$ cat config.mk
export PLATFORM = sky130hd
export DESIGN_NAME = sipo_frame_sync
export DESIGN_NICKNAME = d
export VERILOG_FILES = /design/src/rtl/sipo_frame_pkg.sv /design/src/rtl/word_fifo2.sv /design/src/rtl/sipo_frame_sync.sv
export SDC_FILE = /design/constraint.sdc
export NUM_CORES = 1
export LEC_CHECK = 0
export ABC_AREA = 1
export CAP_MARGIN = 5
export CELL_PAD_IN_SITES_DETAIL_PLACEMENT = 0
export CELL_PAD_IN_SITES_GLOBAL_PLACEMENT = 2
export CORE_MARGIN = 2
export CORE_UTILIZATION = 30
export DETAILED_ROUTE_END_ITERATION = 12
export GPL_ROUTABILITY_DRIVEN = 0
export PLACE_DENSITY_LB_ADDON = 0.05
export SKIP_CTS_REPAIR_TIMING = 1
export SLEW_MARGIN = 20
export SYNTH_ARGS = -nofsm -noshare
export SYNTH_HDL_FRONTEND = slang
export SYNTH_SLANG_ARGS = --single-unit
export TNS_END_PERCENT = 30
$ cat constraint.sdc
create_clock -name clk -period 4.9 [get_ports clk]
set_clock_uncertainty 0.05 [all_clocks]
set_input_delay 0.49 -clock clk [delete_from_list [all_inputs] [get_ports clk]]
set_output_delay 0.49 -clock clk [all_outputs]
set_load 0.03 [all_outputs]
$ cat src/rtl/sipo_frame_pkg.sv
// Shared types and sizing helpers for the frame synchroniser.
// Holds the sync state enum, word/slot sizes and a counter-width helper.
package sipo_frame_pkg;

    typedef enum logic [1:0] {
        HUNT   = 2'd0,
        VERIFY = 2'd1,
        LOCKED = 2'd2
    } state_t;

    localparam int WORD_W      = 16;
    localparam int SLOT_CYCLES = 16;

    // Bits needed to hold values 0..max_val.
    function automatic int cnt_w(input int max_val);
        int w;
        w = 1;
        while ((1 << w) <= max_val) w++;
        return w;
    endfunction

endpackage

$ cat src/rtl/word_fifo2.sv
// Two-entry valid/ready buffer for captured payload words.
// Ports: push/push_data in, head/valid/pop_ready out side, sticky overflow.
module word_fifo2
    import sipo_frame_pkg::*;
(
    input  logic              clk,
    input  logic              reset,
    input  logic              push,
    input  logic [WORD_W-1:0] push_data,
    input  logic              pop_ready,
    output logic [WORD_W-1:0] head,
    output logic              valid,
    output logic              overflow
);

    logic [WORD_W-1:0] slot0;
    logic [WORD_W-1:0] slot1;
    logic [1:0]        count;
    logic              pop;

    assign valid = (count != 2'd0);
    assign pop   = valid && pop_ready;
    assign head  = valid ? slot0 : '0;

    always_ff @(posedge clk) begin
        if (reset) begin
            slot0    <= '0;
            slot1    <= '0;
            count    <= 2'd0;
            overflow <= 1'b0;
        end else if (pop && push) begin
            // Count is unchanged; the new word lands behind any survivor.
            if (count == 2'd2) begin
                slot0 <= slot1;
                slot1 <= push_data;
            end else begin
                slot0 <= push_data;
            end
        end else if (pop) begin
            slot0 <= slot1;
            count <= count - 2'd1;
        end else if (push) begin
            if (count == 2'd0) begin
                slot0 <= push_data;
                count <= 2'd1;
            end else if (count == 2'd1) begin
                slot1 <= push_data;
                count <= 2'd2;
            end else begin
                overflow <= 1'b1;
            end
        end
    end

endmodule

$ cat src/rtl/sipo_frame_sync.sv
// Frame synchroniser: hunts for SYNC_WORD, confirms, then captures payload.
// Ports: clk, reset, parallel_in, word_ready in; word_out/valid, locked, sync_err, overflow out.
module sipo_frame_sync
    import sipo_frame_pkg::*;
#(
    parameter logic [WORD_W-1:0] SYNC_WORD     = 16'hF628,
    parameter int                PAYLOAD_WORDS = 4,
    parameter int                CONFIRM       = 2,
    parameter int                MISS_LIMIT    = 2
) (
    input  logic              clk,
    input  logic              reset,
    input  logic [WORD_W-1:0] parallel_in,
    output logic [WORD_W-1:0] word_out,
    output logic              word_valid,
    input  logic              word_ready,
    output logic              locked,
    output logic              sync_err,
    output logic              overflow
);

    localparam int SL_W = $clog2(SLOT_CYCLES);
    localparam int WC_W = cnt_w(PAYLOAD_WORDS);
    localparam int CF_W = cnt_w(CONFIRM);
    localparam int MS_W = cnt_w(MISS_LIMIT);

    localparam logic [SL_W-1:0] SLOT_LAST = SL_W'(SLOT_CYCLES - 1);
    localparam logic [WC_W-1:0] WC_LAST   = WC_W'(PAYLOAD_WORDS);
    localparam logic [CF_W-1:0] CF_DONE   = CF_W'(CONFIRM);
    localparam logic [MS_W-1:0] MS_DONE   = MS_W'(MISS_LIMIT);

    state_t          state;
    logic [SL_W-1:0] slot_cnt;
    logic [WC_W-1:0] word_cnt;
    logic [CF_W-1:0] conf_cnt;
    logic [MS_W-1:0] miss_cnt;

    logic sync_hit;
    logic boundary;
    logic sync_slot;
    logic push;

    assign sync_hit  = (parallel_in == SYNC_WORD);
    assign boundary  = (state != HUNT) && (slot_cnt == SLOT_LAST);
    assign sync_slot = boundary && (word_cnt == WC_LAST);
    assign push      = (state == LOCKED) && boundary && !sync_slot;
    assign locked    = (state == LOCKED);

    always_ff @(posedge clk) begin
        if (reset) begin
            state    <= HUNT;
            slot_cnt <= '0;
            word_cnt <= '0;
            conf_cnt <= '0;
            miss_cnt <= '0;
            sync_err <= 1'b0;
        end else begin
            sync_err <= 1'b0;
            // Slot timing free-runs; slot count is a power of two so it wraps.
            slot_cnt <= slot_cnt + 1'b1;
            if (boundary) begin
                word_cnt <= (word_cnt == WC_LAST) ? '0 : word_cnt + 1'b1;
            end
            unique case (state)
                HUNT: begin
                    if (sync_hit) begin
                        state    <= VERIFY;
                        slot_cnt <= '0;
                        word_cnt <= '0;
                        conf_cnt <= CF_W'(1);
                    end
                end
                VERIFY: begin
                    if (sync_slot) begin
                        if (sync_hit) begin
                            conf_cnt <= conf_cnt + 1'b1;
                            if (conf_cnt + 1'b1 == CF_DONE) begin
                                state    <= LOCKED;
                                miss_cnt <= '0;
                            end
                        end else begin
                            state <= HUNT;
                        end
                    end
                end
                LOCKED: begin
                    if (sync_slot) begin
                        if (sync_hit) begin
                            miss_cnt <= '0;
                        end else begin
                            sync_err <= 1'b1;
                            miss_cnt <= miss_cnt + 1'b1;
                            if (miss_cnt + 1'b1 == MS_DONE) state <= HUNT;
                        end
                    end
                end
                default: state <= HUNT;
            endcase
        end
    end

    word_fifo2 u_fifo (
        .clk       (clk),
        .reset     (reset),
        .push      (push),
        .push_data (parallel_in),
        .pop_ready (word_ready),
        .head      (word_out),
        .valid     (word_valid),
        .overflow  (overflow)
    );

endmodule
# After elaboration in Yosys (flattened, before gate mapping)
# Cells that the tools add are included.
dict set report classes {
  eq_ne 20
  n_reduce_logical 27
  addsub 5
  n_bitwise 6
  n_mux 40
}
# op count
set ops {}
lappend ops {{$mux 16} 12}
lappend ops {{$mux 2} 18}
lappend ops {{$eq 16x16->1 const B} 1}
lappend ops {{$reduce_and 5->1} 3}
lappend ops {{$ne 2x2->1 const B} 7}
lappend ops {{$reduce_bool 2->1} 7}
lappend ops {{$mux 3} 4}
lappend ops {{$reduce_bool 3->1} 3}
lappend ops {{$eq 2x2->1 const B} 4}
lappend ops {{$mux 4} 2}
lappend ops {{$pmux 2 s2} 2}
lappend ops {{$logic_and 1x1->1} 6}
lappend ops {{$ne 2x1->1 const B} 3}
lappend ops {{$not 1->1} 6}
lappend ops {{$pmux 2 s3} 1}
lappend ops {{$reduce_and 6->1} 1}
lappend ops {{$add 2x1->2 const B} 2}
lappend ops {{$add 4x1->4 const B} 1}
lappend ops {{$eq 2x1->1 const B} 2}
lappend ops {{$eq 4x4->1 const B} 1}
lappend ops {{$logic_not 2->1} 2}
lappend ops {{$reduce_and 4->1} 1}
lappend ops {{$add 3x1->3 const B} 1}
lappend ops {{$eq 3x3->1 const B} 1}
lappend ops {{other kinds (7)} 7}
dict set report totals {
  ff_bits 49
}

# Depth between registers and ports, before layout
# Gate-level depths: netlist (run 1).
dict set report logic_depth {
  word_depth 8
  mapped_depth 11
  ltp_nobuf 11
}

# By module
# A second synthesis (run 1) with hierarchy kept.
dict set report hier_totals {
  hier_cells 444
  hier_area_um2 2879.0
}
# mod cells_each area_per_inst_um2 instances
set by_module_without_submodules {}
lappend by_module_without_submodules {word_fifo2 299 1965.6 1}
lappend by_module_without_submodules {sipo_frame_sync 145 913.4 1}

# Worst setup path before layout (run 1)
# Ideal clock, no wire load.
dict set report synth_path {
  path_kind {register -> output}
  startpoint {register u_fifo.count[0]}
  endpoint {output word_out[0]}
  path_slack_ns 2.835
  t_arrival_ns 1.525
  stages_incl_launch_ff 6
  cell_sequence {dfxtp_1 inv_1 ha_1 clkbuf_1 buf_1 nor2_1}
}
dict set report synth_via {
  elab_chain_cells 2
}
# element line
set synth_rtl {}
lappend synth_rtl {{start: declaration} word_fifo2.sv:18} ;# logic [1:0] count;
lappend synth_rtl {{start signal: assignment} word_fifo2.sv:41} ;# count <= count - 2'd1;
lappend synth_rtl {{$reduce_bool 2->1} word_fifo2.sv:21} ;# assign valid = (count != 2'd0);
lappend synth_rtl {{$mux 16} word_fifo2.sv:23} ;# assign head = valid ? slot0 : '0;
lappend synth_rtl {{end: declaration} sipo_frame_sync.sv:14} ;# output logic [WORD_W-1:0] word_out,
# Every way passes these cells.

# Final worst setup path (run 1)
dict set report layout_path {
  startpoint {register u_fifo.count[0]}
  endpoint {output word_valid}
}
dict set report layout_via {
  elab_chain_cells 1
}
# element line
set layout_rtl {}
lappend layout_rtl {{$reduce_bool 2->1} word_fifo2.sv:21}
lappend layout_rtl {{end: declaration} sipo_frame_sync.sv:15} ;# output logic word_valid,
# Every way passes these cells.

==> report_table.html, run 1 <==
<table>
<tr><th>Metric</th><th>Value</th></tr>
<tr><th colspan="2">Cells and area</th></tr>
<tr><td>Post-Route Utilization</td><td>0.374</td></tr>
<tr><td>Number of filler instances in the final layout</td><td>936</td></tr>
<tr><td>N_diodes</td><td>0</td></tr>
<tr><td>Net count, final</td><td>450</td></tr>
<tr><td>Signed area change from the synthesized netlist to the final layout</td><td>20.6%</td></tr>
<tr><td>Layout cells sized above 1</td><td>0.0496</td></tr>
<tr><th colspan="2">Clock network</th></tr>
<tr><td>Sinks on the clock net</td><td>49</td></tr>
<tr><td>Clock root buffer</td><td>sky130_fd_sc_hd__clkbuf_8</td></tr>
<tr><td>Latest clock arrival within the worst-skew pair</td><td>300 ps</td></tr>
<tr><td>CTS tree</td><td>done</td></tr>
<tr><td>Number of buffers created by CTS</td><td>5</td></tr>
<tr><td>Clk slew on worst S/H paths</td><td>80 ps</td></tr>
<tr><td>CTS H-Tree Depth</td><td>2</td></tr>
<tr><td>Number of buffers on the longest clock path</td><td>2</td></tr>
<tr><th colspan="2">Yosys</th></tr>
<tr><td>Mean post-synth cell area</td><td>6.84 µm²</td></tr>
<tr><td>Number of different library cells in the post-synthesis netlist</td><td>31</td></tr>
<tr><td>Proportion of netlist area held by the largest area contributor</td><td>0.363</td></tr>
<tr><td>Flops &amp; latches, synth</td><td>49</td></tr>
<tr><td>Syn nets</td><td>423</td></tr>
<tr><td>Yosys warns</td><td>0</td></tr>
<tr><td>Post-synth design cell area</td><td>0.00270 mm²</td></tr>
<tr><td>Top area cells in the synthesized netlist</td><td>sky130_fd_sc_hd__dfxtp_1 36%, sky130_fd_sc_hd__nand2_1 8.9%, sky130_fd_sc_hd__inv_1 8.1%</td></tr>
<tr><td>Cell accounting for the most synthesized area</td><td>sky130_fd_sc_hd__dfxtp_1</td></tr>
<tr><td>Gate count after technology mapping</td><td>395</td></tr>
<tr><td>Sequential element share of the synthesized area</td><td>0.363</td></tr>
<tr><th colspan="2">Pwr</th></tr>
<tr><td>Power density normalized to cell area</td><td>235 mW/mm²</td></tr>
<tr><td>Switching Share</td><td>0.227</td></tr>
<tr><td>Overall power after layout</td><td>0.000767 W</td></tr>
<tr><td>Worst IR Drop VDD</td><td>0.000115 V</td></tr>
<tr><td>Part of the total power dissipated in the clock network</td><td>0.397</td></tr>
<tr><td>Seq pwr share</td><td>0.527</td></tr>
<tr><td>Cell leakage power</td><td>1.22 nW</td></tr>
<tr><td>Sw power</td><td>0.000174 W</td></tr>
<tr><td>Share of total power in combinational logic</td><td>0.076</td></tr>
<tr><td>Cell internal pwr</td><td>0.000593 W</td></tr>
<tr><th colspan="2">Global routing</th></tr>
<tr><td>Number of global-route vias before repair</td><td>2371</td></tr>
<tr><td>Number of antenna violations at the first check in global routing</td><td>0</td></tr>
<tr><td>Global-route met1 utilization</td><td>0.211</td></tr>
<tr><td>Met3 capacity usage during global routing</td><td>0.0277</td></tr>
<tr><td>Global-route wire length before repair</td><td>11800 µm</td></tr>
<tr><td>Largest net degree at the start of global routing</td><td>38</td></tr>
<tr><td>Aggregate global routing overflow</td><td>0</td></tr>
<tr><td>Overall Global Routing Usage</td><td>0.151</td></tr>
<tr><td>Grt met2 use</td><td>0.243</td></tr>
<tr><td>Most used routing layer</td><td>met2</td></tr>
<tr><th colspan="2">Hold path</th></tr>
<tr><td>Worst hold-check path type</td><td>flip-flop to flip-flop</td></tr>
<tr><td>Startpoint of the lowest-slack hold path</td><td>conf_cnt[1]</td></tr>
<tr><th colspan="2">Critical path</th></tr>
<tr><td>Critical path fanouts, max</td><td>17</td></tr>
<tr><td>Critical Path Sink Type</td><td>output pin</td></tr>
<tr><td>Sort of element at the start of the critical path</td><td>flip-flop</td></tr>
<tr><td>Reg2reg end</td><td>u_fifo.slot1[1]</td></tr>
<tr><td>Worst path required time</td><td>4360 ps</td></tr>
<tr><td>Critical path type</td><td>flip-flop to output pin</td></tr>
<tr><td>Launching instance or port of the critical path</td><td>u_fifo.count[0]</td></tr>
<tr><td>RR Startpoint</td><td>u_fifo.count[0]</td></tr>
<tr><td>Register-to-register setup slack</td><td>2340 ps</td></tr>
<tr><td>Arrival time worst endpoint</td><td>2380 ps</td></tr>
<tr><td>Reg2Reg Depth</td><td>8</td></tr>
<tr><td>Worst setup endpoint</td><td>word_valid</td></tr>
<tr><th colspan="2">Drt</th></tr>
<tr><td>DR iter-0 viols</td><td>71</td></tr>
<tr><td>Routed via count divided by cell count</td><td>4.65</td></tr>
<tr><td>Post-DR wirelength/cell</td><td>13.2 µm</td></tr>
<tr><td>Post-detailed-route count of antenna-violating nets</td><td>0</td></tr>
<tr><td>Detailed Routing Iterations Pass 1</td><td>4</td></tr>
<tr><td>DRC violation count after routing</td><td>0</td></tr>
<tr><td>Via total after detailed routing</td><td>2471</td></tr>
<tr><td>Post-detailed-routing wire length</td><td>7010 µm</td></tr>
<tr><th colspan="2">Placed design</th></tr>
<tr><td>Sum of net half-perimeters after detailed placement</td><td>4900 µm</td></tr>
<tr><td>IO buf count</td><td>38</td></tr>
<tr><th colspan="2">Floorplanning</th></tr>
<tr><td>CORE AREA</td><td>0.00872 mm²</td></tr>
<tr><td>Top-Level Pins</td><td>39</td></tr>
<tr><td>Total Die Area</td><td>0.00978 mm²</td></tr>
<tr><td>Std-Cell Rows</td><td>34</td></tr>
<tr><td>Die Y-Extent</td><td>98.9 µm</td></tr>
<tr><td>Die Wd</td><td>98.9 µm</td></tr>
<tr><td>Starting density of the core</td><td>0.310</td></tr>
<tr><th colspan="2">Timing</th></tr>
<tr><td>Setup_tns</td><td>0 ps</td></tr>
<tr><td>Number of hold-slack violations in the final timing report</td><td>0</td></tr>
<tr><td>Worst rel slew slack</td><td>0.305</td></tr>
<tr><td>Post-layout minimum cycle time</td><td>2920 ps</td></tr>
<tr><td>Final Cycle Share</td><td>0.596</td></tr>
<tr><td>Setup-failing EPs final</td><td>0</td></tr>
<tr><td>Setup repair after global routing missed its margin</td><td>no</td></tr>
<tr><td>Worst slew pin tran</td><td>1040 ps</td></tr>
<tr><td>Final Max Slew Viols</td><td>0</td></tr>
<tr><td>Upper clock frequency limit</td><td>343 MHz</td></tr>
<tr><th colspan="2">Run</th></tr>
<tr><td>Max-cap violation count</td><td>0</td></tr>
<tr><th colspan="2">Status</th></tr>
<tr><td>Status</td><td>complete, no violations</td></tr>
</table>
==> synth_stat cells (all sizes together) <==
cell type and n:
dfxtp 49, o31ai 15, ha 9, inv 62
o21a 1, nor2 42, buf 7, o21ai 52
nor3 3, nand4 3, or2 2, nand3 26
clkbuf 13, a21oi 25, a211oi 1, xor2 1
o211ai 1, a31oi 16, nor4 2, a22oi 1
nand2 64
==> state kept, by name, summed over array words and instances (netlist names) <==
name,cells
u_fifo.slot0,16
sync_err,1
u_fifo.count,2
word_cnt,3
miss_cnt,2
slot_cnt,4
u_fifo.overflow,1
conf_cnt,2
state,2
u_fifo.slot1,16
==> metrics by stage <==
stage               cell area (µm²)  hold WS, ps  instances  worst slack (ps)
detailed placement             3140          403        523              1880
finish                         3260          415        531              1980
CTS                            3250          421        531              1940
global placement               3140          402        523              1970
floorplan                      2700          381        395              2840
global route                   3260          438        531              1830
==> layer usage <==
layer / wire, µm / share of wire
met1: 3560 / 0.51
met2: 3190 / 0.45
met3: 190 / 0.027
met4: 72 / 0.010
met5: 0 / 0
==> kinds of logic (layout without fill, tap and decap cells) <==
| kind of cell | Yosys count | in the layout | share of synthesized area |
|---|---|---|---|
| compound gates | 112 | 112 | 0.237 |
| flops | 49 | 49 | 0.363 |
| simple gates | 142 | 142 | 0.234 |
| xor+xnor | 1 | 1 | 0.00324 |
| buf+inv | 82 | 110 | 0.121 |
| fa+ha+maj | 9 | 9 | 0.0417 |
==> cell usage in the layout (no fill, tap or decap), drive strengths merged, types with 2 or more instances in the layout <==
cell / synthesis / layout
nor2: 42 / 42
buf: 7 / 2
nand4: 3 / 3
nand3: 26 / 26
ha: 9 / 9
nor4: 2 / 2
a31oi: 16 / 16
a21oi: 25 / 25
or2: 2 / 2
nand2: 64 / 64
nor3: 3 / 3
o31ai: 15 / 15
clkdlybuf4s50: 0 / 38
inv: 62 / 62
dfxtp: 49 / 49
clkbuf: 13 / 7
o21ai: 52 / 52
==> power groups by stage <==
stage	logic (W)	clock network [W]	registers (W)
finish	0.0000583	0.000305	0.000404
global route	0.0000661	0.000338	0.000405
floorplan	0.0000305	0	0.000413
global placement	0.0000601	0	0.000413
CTS	0.0000593	0.000319	0.000404
detailed placement	0.0000589	0	0.000414
==> area by class of cell <==
cell class | count | area, µm² | share of cell area
multi-input combinational | 264 | 1400 | 0.429
sequential | 49 | 981 | 0.301
timing repair buffer | 40 | 395 | 0.121
inverter | 62 | 233 | 0.0714
tap | 108 | 135 | 0.0415
clock buffer | 7 | 86.3 | 0.0265
clock inverter | 1 | 30.0 | 0.00922
==> worst min-delay path by stage <==
stage / end / depth (start not counted) / slack, ps
2_1_floorplan: slot_cnt[0] / 1 / 380
3_3_place_gp: conf_cnt[1] / 2 / 400
3_5_place_dp: slot_cnt[0] / 1 / 400
4_1_cts: conf_cnt[1] / 2 / 420
5_1_grt: conf_cnt[1] / 2 / 440
6_report: conf_cnt[1] / 2 / 420
==> critical path, stage by stage (launching register included) <==
cell	delay, ps
sky130_fd_sc_hd__dfxtp_1	350
sky130_fd_sc_hd__inv_1	90
sky130_fd_sc_hd__ha_1	320
sky130_fd_sc_hd__buf_4	240
sky130_fd_sc_hd__inv_2	320
sky130_fd_sc_hd__clkdlybuf4s50_1	750
No activity file was read; power rests on OpenSTA's default activity.
==> run 2, diff against run 1 <==
--- a/config.mk
+++ b/config.mk
@@ -10,7 +10,7 @@
 export CELL_PAD_IN_SITES_DETAIL_PLACEMENT = 0
 export CELL_PAD_IN_SITES_GLOBAL_PLACEMENT = 2
 export CORE_MARGIN = 2
-export CORE_UTILIZATION = 30
+export CORE_UTILIZATION = 27
 export DETAILED_ROUTE_END_ITERATION = 12
 export GPL_ROUTABILITY_DRIVEN = 0
 export PLACE_DENSITY_LB_ADDON = 0.05
==> constraint.sdc (replaced) <==
create_clock -name clk -period 2.6 [get_ports clk]
set_clock_uncertainty 0.05 [all_clocks]
set_input_delay 0.26 -clock clk [delete_from_list [all_inputs] [get_ports clk]]
set_output_delay 0.26 -clock clk [all_outputs]
set_load 0.03 [all_outputs]
==> run 2 against run 1 <==
  * Combinational power up 94%
  * Sequential share of layout area down 1.1 points
  * Hold slack improved by 1.0 ps
  * Sequential power grew 89%
  * Critical endpoint is now word_out[13]
  * Critical path type unchanged
  * Clock power is 89% higher
  * Non-clock buffer count up 9
==> report_table.html, run 2 (synthesized netlist as in run 1, its figures left out) <==
<table>
<tr><th>Metric</th><th>Value</th></tr>
<tr><th colspan="2">Status</th></tr>
<tr><td>Status</td><td>complete, no violations</td></tr>
<tr><th colspan="2">Floorplanning</th></tr>
<tr><td>Top-Level Pins</td><td>39</td></tr>
<tr><td>Die Wd</td><td>104 µm</td></tr>
<tr><td>Std-Cell Rows</td><td>36</td></tr>
<tr><td>Starting density of the core</td><td>0.278</td></tr>
<tr><td>CORE AREA</td><td>0.00973 mm²</td></tr>
<tr><td>Die Y-Extent</td><td>104 µm</td></tr>
<tr><td>Total Die Area</td><td>0.0108 mm²</td></tr>
<tr><th colspan="2">Pwr</th></tr>
<tr><td>Overall power after layout</td><td>0.00145 W</td></tr>
<tr><td>Worst IR Drop VDD</td><td>0.000222 V</td></tr>
<tr><td>Part of the total power dissipated in the clock network</td><td>0.397</td></tr>
<tr><td>Sw power</td><td>0.000333 W</td></tr>
<tr><td>Cell leakage power</td><td>1.31 nW</td></tr>
<tr><td>Seq pwr share</td><td>0.525</td></tr>
<tr><td>Power density normalized to cell area</td><td>429 mW/mm²</td></tr>
<tr><td>Share of total power in combinational logic</td><td>0.078</td></tr>
<tr><td>Switching Share</td><td>0.230</td></tr>
<tr><td>Cell internal pwr</td><td>0.00112 W</td></tr>
<tr><th colspan="2">Critical path</th></tr>
<tr><td>Critical Path Sink Type</td><td>output pin</td></tr>
<tr><td>Worst setup endpoint</td><td>word_out[13]</td></tr>
<tr><td>Arrival time worst endpoint</td><td>2130 ps</td></tr>
<tr><td>Worst path required time</td><td>2290 ps</td></tr>
<tr><td>RR Startpoint</td><td>u_fifo.count[0]</td></tr>
<tr><td>Sort of element at the start of the critical path</td><td>flip-flop</td></tr>
<tr><td>Register-to-register setup slack</td><td>560 ps</td></tr>
<tr><td>Reg2reg end</td><td>u_fifo.slot1[0]</td></tr>
<tr><td>Launching instance or port of the critical path</td><td>u_fifo.count[0]</td></tr>
<tr><td>Critical path type</td><td>flip-flop to output pin</td></tr>
<tr><td>Critical path fanouts, max</td><td>16</td></tr>
<tr><td>Reg2Reg Depth</td><td>9</td></tr>
<tr><th colspan="2">Timing</th></tr>
<tr><td>Upper clock frequency limit</td><td>409 MHz</td></tr>
<tr><td>Post-layout minimum cycle time</td><td>2440 ps</td></tr>
<tr><td>Final Cycle Share</td><td>0.940</td></tr>
<tr><td>Final Worst Setup Slack</td><td>156 ps</td></tr>
<tr><td>Final Max Slew Viols</td><td>0</td></tr>
<tr><td>Number of hold-slack violations in the final timing report</td><td>0</td></tr>
<tr><td>Setup-failing EPs final</td><td>0</td></tr>
<tr><td>Setup_tns</td><td>0 ps</td></tr>
<tr><td>Worst rel slew slack</td><td>0.731</td></tr>
<tr><td>Setup repair after global routing missed its margin</td><td>no</td></tr>
<tr><td>Hold Slack</td><td>416 ps</td></tr>
<tr><td>Worst slew pin tran</td><td>403 ps</td></tr>
<tr><th colspan="2">Clock network</th></tr>
<tr><td>Sinks on the clock net</td><td>49</td></tr>
<tr><td>Clk slew on worst S/H paths</td><td>80 ps</td></tr>
<tr><td>Number of buffers created by CTS</td><td>5</td></tr>
<tr><td>Latest clock arrival within the worst-skew pair</td><td>300 ps</td></tr>
<tr><td>CTS tree</td><td>done</td></tr>
<tr><td>Clock root buffer</td><td>sky130_fd_sc_hd__clkbuf_8</td></tr>
<tr><td>CTS H-Tree Depth</td><td>2</td></tr>
<tr><td>Number of buffers on the longest clock path</td><td>2</td></tr>
<tr><th colspan="2">Hold path</th></tr>
<tr><td>Worst hold-check path type</td><td>flip-flop to flip-flop</td></tr>
<tr><th colspan="2">Cells and area</th></tr>
<tr><td>Net count, final</td><td>459</td></tr>
<tr><td>Layout cells sized above 1</td><td>0.0694</td></tr>
<tr><td>Number of filler instances in the final layout</td><td>1076</td></tr>
<tr><td>Most common cell after layout, fill and taps aside</td><td>sky130_fd_sc_hd__nand2_1</td></tr>
<tr><td>Post-Route Utilization</td><td>0.348</td></tr>
<tr><td>Most frequent cells in the layout</td><td>64 x sky130_fd_sc_hd__nand2_1, 58 x sky130_fd_sc_hd__inv_1, 49 x sky130_fd_sc_hd__dfxtp_1</td></tr>
<tr><td>N_diodes</td><td>0</td></tr>
<tr><td>Area used by multi-input combinational logic</td><td>0.00139 mm²</td></tr>
<tr><td>Register Area</td><td>981 µm²</td></tr>
<tr><td>Top Registers</td><td>u_fifo.slot0 (16), u_fifo.slot1 (16), slot_cnt (4)</td></tr>
<tr><td>Signed area change from the synthesized netlist to the final layout</td><td>25.2%</td></tr>
<tr><th colspan="2">Run</th></tr>
<tr><td>Max-cap violation count</td><td>0</td></tr>
<tr><th colspan="2">Global routing</th></tr>
<tr><td>Aggregate global routing overflow</td><td>0</td></tr>
<tr><td>Overall Global Routing Usage</td><td>0.144</td></tr>
<tr><td>Global-route wire length before repair</td><td>12700 µm</td></tr>
<tr><td>Number of antenna violations at the first check in global routing</td><td>0</td></tr>
<tr><td>Largest net degree at the start of global routing</td><td>36</td></tr>
<tr><td>Number of global-route vias before repair</td><td>2412</td></tr>
<tr><th colspan="2">Drt</th></tr>
<tr><td>Post-detailed-route count of antenna-violating nets</td><td>0</td></tr>
<tr><td>Detailed Routing Iterations Pass 1</td><td>4</td></tr>
<tr><td>DRC violation count after routing</td><td>0</td></tr>
<tr><td>Routed via count divided by cell count</td><td>4.57</td></tr>
<tr><td>DR iter-0 viols</td><td>140</td></tr>
<tr><td>Post-DR wirelength/cell</td><td>13.7 µm</td></tr>
<tr><td>Via total after detailed routing</td><td>2582</td></tr>
<tr><td>Post-detailed-routing wire length</td><td>7720 µm</td></tr>
<tr><th colspan="2">Placed design</th></tr>
<tr><td>IO buf count</td><td>38</td></tr>
<tr><td>Pre-CTS worst setup slack</td><td>457 ps</td></tr>
<tr><td>Sum of net half-perimeters after detailed placement</td><td>5350 µm</td></tr>
</table>
-- run 2: cell types whose count changed in the layout (fill, tap and decap cells not counted) --
cell / previous run / this run
sky130_fd_sc_hd__nor2_4: 5 / 4
sky130_fd_sc_hd__dlymetal6s2s_1: 0 / 2
sky130_fd_sc_hd__clkdlybuf4s50_1: 38 / 36
sky130_fd_sc_hd__buf_12: 0 / 2
sky130_fd_sc_hd__buf_4: 2 / 9
sky130_fd_sc_hd__nor2_2: 0 / 1
-- run 2: area by class of cell --
cell class,count,area share
Tap cell,133,0.0492
Multi-Input combinational cell,264,0.412
Timing Repair Buffer,49,0.146
Clock buffer,7,0.0255
Sequential cell,49,0.290
Clock inverter,1,0.00888
Inverter,62,0.0688
-- run 2: metal layers --
metal	GRT usage	share of wire
met1	0.195	0.50
met2	0.240	0.45
met5	0	0
met3	0.0251	0.029
met4	0.0338	0.012
-- run 2: through the flow --
step | cell area [µm²] | std cells
6_report | 3380 | 565
5_1_grt | 3380 | 565
4_1_cts | 3380 | 565
3_5_place_dp | 3260 | 557
3_3_place_gp | 3260 | 557
2_1_floorplan | 2700 | 395
-- run 2: worst max-delay path, stage by stage, from the launching register on --
cell	delay (ps)
sky130_fd_sc_hd__dfxtp_1	360
sky130_fd_sc_hd__inv_1	100
sky130_fd_sc_hd__ha_1	330
sky130_fd_sc_hd__buf_4	250
sky130_fd_sc_hd__nor2_1	120
sky130_fd_sc_hd__clkdlybuf4s50_1	670
-- run 2: how the worst min path moves through the flow --
stage / cells after the start / startpoint / end
2_1_floorplan: 1 / reset / conf_cnt[1]
3_3_place_gp: 2 / conf_cnt[1] / conf_cnt[1]
3_5_place_dp: 2 / conf_cnt[1] / conf_cnt[1]
4_1_cts: 2 / conf_cnt[1] / conf_cnt[1]
5_1_grt: 2 / conf_cnt[1] / conf_cnt[1]
6_report: 2 / conf_cnt[1] / conf_cnt[1]
-- run 2: power groups by stage --
stage          Combinational (W)  Clock [W]  Sequential [W]
2_1_floorplan          0.0000574          0        0.000778
3_3_place_gp            0.000116          0        0.000780
3_5_place_dp            0.000114          0        0.000780
4_1_cts                 0.000114   0.000604        0.000762
5_1_grt                 0.000126   0.000628        0.000763
6_report                0.000113   0.000576        0.000762
==> run 3, diff against run 2 <==
--- a/config.mk
+++ b/config.mk
@@ -5,12 +5,11 @@
 export SDC_FILE = /design/constraint.sdc
 export NUM_CORES = 1
 export LEC_CHECK = 0
-export ABC_AREA = 1
 export CAP_MARGIN = 5
 export CELL_PAD_IN_SITES_DETAIL_PLACEMENT = 0
 export CELL_PAD_IN_SITES_GLOBAL_PLACEMENT = 2
 export CORE_MARGIN = 2
-export CORE_UTILIZATION = 27
+export CORE_UTILIZATION = 30
 export DETAILED_ROUTE_END_ITERATION = 12
 export GPL_ROUTABILITY_DRIVEN = 0
 export PLACE_DENSITY_LB_ADDON = 0.05
==> run 3 against run 2 <==
  * Register-to-register slack got worse by 200 ps
  * Clock power increased by 2%
  * Critical endpoint is now word_valid
  * Non-clock buffer count increased by 6
  * Sequential share of layout area decreased by 1.0 points
==> report_table.html, run 3 <==
<table>
<tr><th>Metric</th><th>Value</th></tr>
<tr><th colspan="2">Yosys</th></tr>
<tr><td>Number of different library cells in the post-synthesis netlist</td><td>50</td></tr>
<tr><td>Mean post-synth cell area</td><td>8.67 µm²</td></tr>
<tr><td>Proportion of register bits with asynchronous set or reset after synthesis</td><td>0</td></tr>
<tr><td>Yosys warns</td><td>0</td></tr>
<tr><td>Sequential element share of the synthesized area</td><td>0.345</td></tr>
<tr><td>Top area cells in the synthesized netlist</td><td>sky130_fd_sc_hd__dfxtp_1 34%, sky130_fd_sc_hd__mux2i_1 6.7%, sky130_fd_sc_hd__nor2_1 5.4%</td></tr>
<tr><td>Syn nets</td><td>356</td></tr>
<tr><td>Main flop type after synthesis</td><td>sky130_fd_sc_hd__dfxtp_1</td></tr>
<tr><td>Cell accounting for the most synthesized area</td><td>sky130_fd_sc_hd__dfxtp_1</td></tr>
<tr><td>Proportion of netlist area held by the largest area contributor</td><td>0.345</td></tr>
<tr><td>Cell types with the highest counts after synthesis</td><td>49 x sky130_fd_sc_hd__dfxtp_1, 41 x sky130_fd_sc_hd__nor2_1, 23 x sky130_fd_sc_hd__a21oi_1</td></tr>
<tr><td>EDFF count, synth</td><td>0</td></tr>
<tr><td>Post-synth design cell area</td><td>0.00284 mm²</td></tr>
<tr><td>Flops &amp; latches, synth</td><td>49</td></tr>
<tr><td>Gate count after technology mapping</td><td>328</td></tr>
<tr><td>Library cell with the highest instance count after synthesis</td><td>sky130_fd_sc_hd__dfxtp_1</td></tr>
<tr><th colspan="2">Critical path</th></tr>
<tr><td>Launching instance or port of the critical path</td><td>u_fifo.count[0]</td></tr>
<tr><td>Critical path's slowest cell</td><td>sky130_fd_sc_hd__clkdlybuf4s50_1</td></tr>
<tr><td>Worst setup endpoint</td><td>word_valid</td></tr>
<tr><td>Crit path largest cell delay</td><td>720 ps</td></tr>
<tr><td>Crit-path cells</td><td>inv_1 -&gt; ha_1 -&gt; buf_12 -&gt; inv_1 -&gt; clkdlybuf4s50_1</td></tr>
<tr><td>Worst path required time</td><td>2290 ps</td></tr>
<tr><td>Critical path type</td><td>flip-flop to output pin</td></tr>
<tr><td>Crit path top cell by count</td><td>sky130_fd_sc_hd__inv_1</td></tr>
<tr><td>RR Startpoint</td><td>u_fifo.count[1]</td></tr>
<tr><td>Reg2Reg Depth</td><td>8</td></tr>
<tr><td>Critical Path Sink Type</td><td>output pin</td></tr>
<tr><td>Sort of element at the start of the critical path</td><td>flip-flop</td></tr>
<tr><td>Register-to-register setup slack</td><td>360 ps</td></tr>
<tr><td>Reg2reg end</td><td>u_fifo.slot0[1]</td></tr>
<tr><td>Arrival time worst endpoint</td><td>2110 ps</td></tr>
<tr><td>Critical path fanouts, max</td><td>24</td></tr>
<tr><th colspan="2">Pwr</th></tr>
<tr><td>Power density normalized to cell area</td><td>758 mW/mm²</td></tr>
<tr><td>Worst IR Drop VDD</td><td>0.000298 V</td></tr>
<tr><td>Cell leakage power</td><td>1.26 nW</td></tr>
<tr><th colspan="2">Floorplanning</th></tr>
<tr><td>Die Wd</td><td>101 µm</td></tr>
<tr><td>Starting density of the core</td><td>0.308</td></tr>
<tr><td>Die Y-Extent</td><td>101 µm</td></tr>
<tr><td>Std-Cell Rows</td><td>35</td></tr>
<tr><td>Top-Level Pins</td><td>39</td></tr>
<tr><td>CORE AREA</td><td>0.00924 mm²</td></tr>
<tr><td>Total Die Area</td><td>0.0103 mm²</td></tr>
<tr><th colspan="2">Timing</th></tr>
<tr><td>Final Cycle Share</td><td>0.932</td></tr>
<tr><td>Upper clock frequency limit</td><td>413 MHz</td></tr>
<tr><td>Setup repair after global routing missed its margin</td><td>no</td></tr>
<tr><td>Worst slew pin tran</td><td>658 ps</td></tr>
<tr><td>Setup_tns</td><td>0 ps</td></tr>
<tr><td>Final Max Slew Viols</td><td>0</td></tr>
<tr><td>Post-layout minimum cycle time</td><td>2420 ps</td></tr>
<tr><td>Setup-failing EPs final</td><td>0</td></tr>
<tr><td>Worst rel slew slack</td><td>0.561</td></tr>
<tr><td>Number of hold-slack violations in the final timing report</td><td>0</td></tr>
<tr><th colspan="2">Clock network</th></tr>
<tr><td>Number of buffers on the longest clock path</td><td>2</td></tr>
<tr><td>Clk slew on worst S/H paths</td><td>90 ps</td></tr>
<tr><td>Latest clock arrival within the worst-skew pair</td><td>300 ps</td></tr>
<tr><td>Clock root buffer</td><td>sky130_fd_sc_hd__clkbuf_8</td></tr>
<tr><td>Sinks on the clock net</td><td>49</td></tr>
<tr><td>CTS H-Tree Depth</td><td>2</td></tr>
<tr><td>CTS tree</td><td>done</td></tr>
<tr><td>Number of buffers created by CTS</td><td>5</td></tr>
<tr><th colspan="2">Run</th></tr>
<tr><td>Max-cap violation count</td><td>0</td></tr>
<tr><th colspan="2">Global routing</th></tr>
<tr><td>Global-route wire length before repair</td><td>13500 µm</td></tr>
<tr><td>Number of antenna violations at the first check in global routing</td><td>0</td></tr>
<tr><td>Aggregate global routing overflow</td><td>0</td></tr>
<tr><td>Overall Global Routing Usage</td><td>0.170</td></tr>
<tr><td>Number of global-route vias before repair</td><td>2512</td></tr>
<tr><td>Largest net degree at the start of global routing</td><td>29</td></tr>
<tr><th colspan="2">Status</th></tr>
<tr><td>Status</td><td>complete, no violations</td></tr>
<tr><th colspan="2">Drt</th></tr>
<tr><td>Post-detailed-routing wire length</td><td>8240 µm</td></tr>
<tr><td>Detailed-routing wirelength on met1</td><td>4150 µm</td></tr>
<tr><td>Wire length on met2</td><td>3840 µm</td></tr>
<tr><td>Via total after detailed routing</td><td>2493</td></tr>
<tr><td>Routed via count divided by cell count</td><td>5.07</td></tr>
<tr><td>DR iter-0 viols</td><td>104</td></tr>
<tr><td>Uppermost metal layer occupied by signal nets</td><td>met4</td></tr>
<tr><td>Post-detailed-route count of antenna-violating nets</td><td>0</td></tr>
<tr><td>DRC violation count after routing</td><td>0</td></tr>
<tr><td>Post-DR wirelength/cell</td><td>16.8 µm</td></tr>
<tr><td>Detailed Routing Iterations Pass 1</td><td>4</td></tr>
<tr><td>Routed wire length on met3</td><td>212 µm</td></tr>
<tr><th colspan="2">Placed design</th></tr>
<tr><td>Cell Count Post-Placement</td><td>484</td></tr>
<tr><td>IO buf count</td><td>38</td></tr>
<tr><td>Sum of net half-perimeters after detailed placement</td><td>5460 µm</td></tr>
<tr><th colspan="2">Cells and area</th></tr>
<tr><td>Most common cell after layout, fill and taps aside</td><td>sky130_fd_sc_hd__dfxtp_1</td></tr>
<tr><td>Number of standard cells in the layout, taps in and fillers out</td><td>492</td></tr>
<tr><td>N_diodes</td><td>0</td></tr>
<tr><td>Signed area change from the synthesized netlist to the final layout</td><td>23.3%</td></tr>
<tr><td>Most frequent cells in the layout</td><td>49 x sky130_fd_sc_hd__dfxtp_1, 41 x sky130_fd_sc_hd__nor2_1, 37 x sky130_fd_sc_hd__clkdlybuf4s50_1</td></tr>
<tr><td>Layout cells sized above 1</td><td>0.165</td></tr>
<tr><td>Number of filler instances in the final layout</td><td>986</td></tr>
<tr><td>Net count, final</td><td>390</td></tr>
<tr><td>Top Registers</td><td>u_fifo.slot0 (16), u_fifo.slot1 (16), slot_cnt (4)</td></tr>
<tr><th colspan="2">Hold path</th></tr>
<tr><td>Startpoint of the lowest-slack hold path</td><td>u_fifo.overflow</td></tr>
<tr><td>Worst hold-check path type</td><td>flip-flop to flip-flop</td></tr>
</table>
==> run 3: worst min-delay path by stage <==
stage / endpoint / cells after the start
4_1_cts: u_fifo.overflow / 2
3_5_place_dp: slot_cnt[0] / 1
5_1_grt: slot_cnt[0] / 1
6_report: u_fifo.overflow / 2
2_1_floorplan: u_fifo.slot1[0] / 2
3_3_place_gp: slot_cnt[0] / 1
==> run 3: layer usage <==
metal	track usage	vias to the layer above
li1	-	1269
met1	0.232	1172
met2	0.286	48
met4	0.0343	0
met5	0	-
met3	0.0242	4
==> run 3: area by class of cell <==
type / instances / area (µm²) / share of cell area
timing repair buffer: 55 / 515 / 0.147
inverter: 14 / 55.1 / 0.0157
clock inverter: 2 / 37.5 / 0.0107
sequential: 49 / 981 / 0.280
multi-input combinational: 237 / 1670 / 0.477
clock buffer: 6 / 82.6 / 0.0235
tap: 129 / 161 / 0.0460
==> run 3: stage by stage <==
stage,area (µm²),util,worst slack [ps],hold slack (ps),total power (W)
2_1_floorplan,2840,-,473,364,0.00168
3_3_place_gp,3390,0.367,358,383,0.00211
3_5_place_dp,3390,0.367,333,391,0.00209
4_1_cts,3510,0.380,164,412,0.00270
5_1_grt,3510,0.380,50.1,431,0.00286
6_report,3510,0.380,178,404,0.00266
==> run 3: logic make-up after synthesis <==
group                    count (synthesis)  share of synthesized area
AO/OA/AOI/OAI                           77                      0.219
XOR/XNOR                                 2                    0.00616
adder cells (fa/ha/maj)                  9                     0.0396
buffers and inverters                   42                     0.0664
flip-flops                              49                      0.345
multiplexers                            19                     0.0669
AND/OR/NAND/NOR                        130                      0.257
==> run 3: power breakdown <==
part	switching, W	internal [W]	leakage (nW)
combinational	0.000698	0.000494	0.809
clock	0.000277	0.000313	0.0574
sequential	0.0000422	0.000834	0.397
total	0.00102	0.00164	1.26
==> run 3: worst max-delay path, delay by kind of cell, from the launching register on <==
family	cells	cell delay, ps
buffers and inverters	4	1170
adders and majority gates	1	250
DFF	1	390
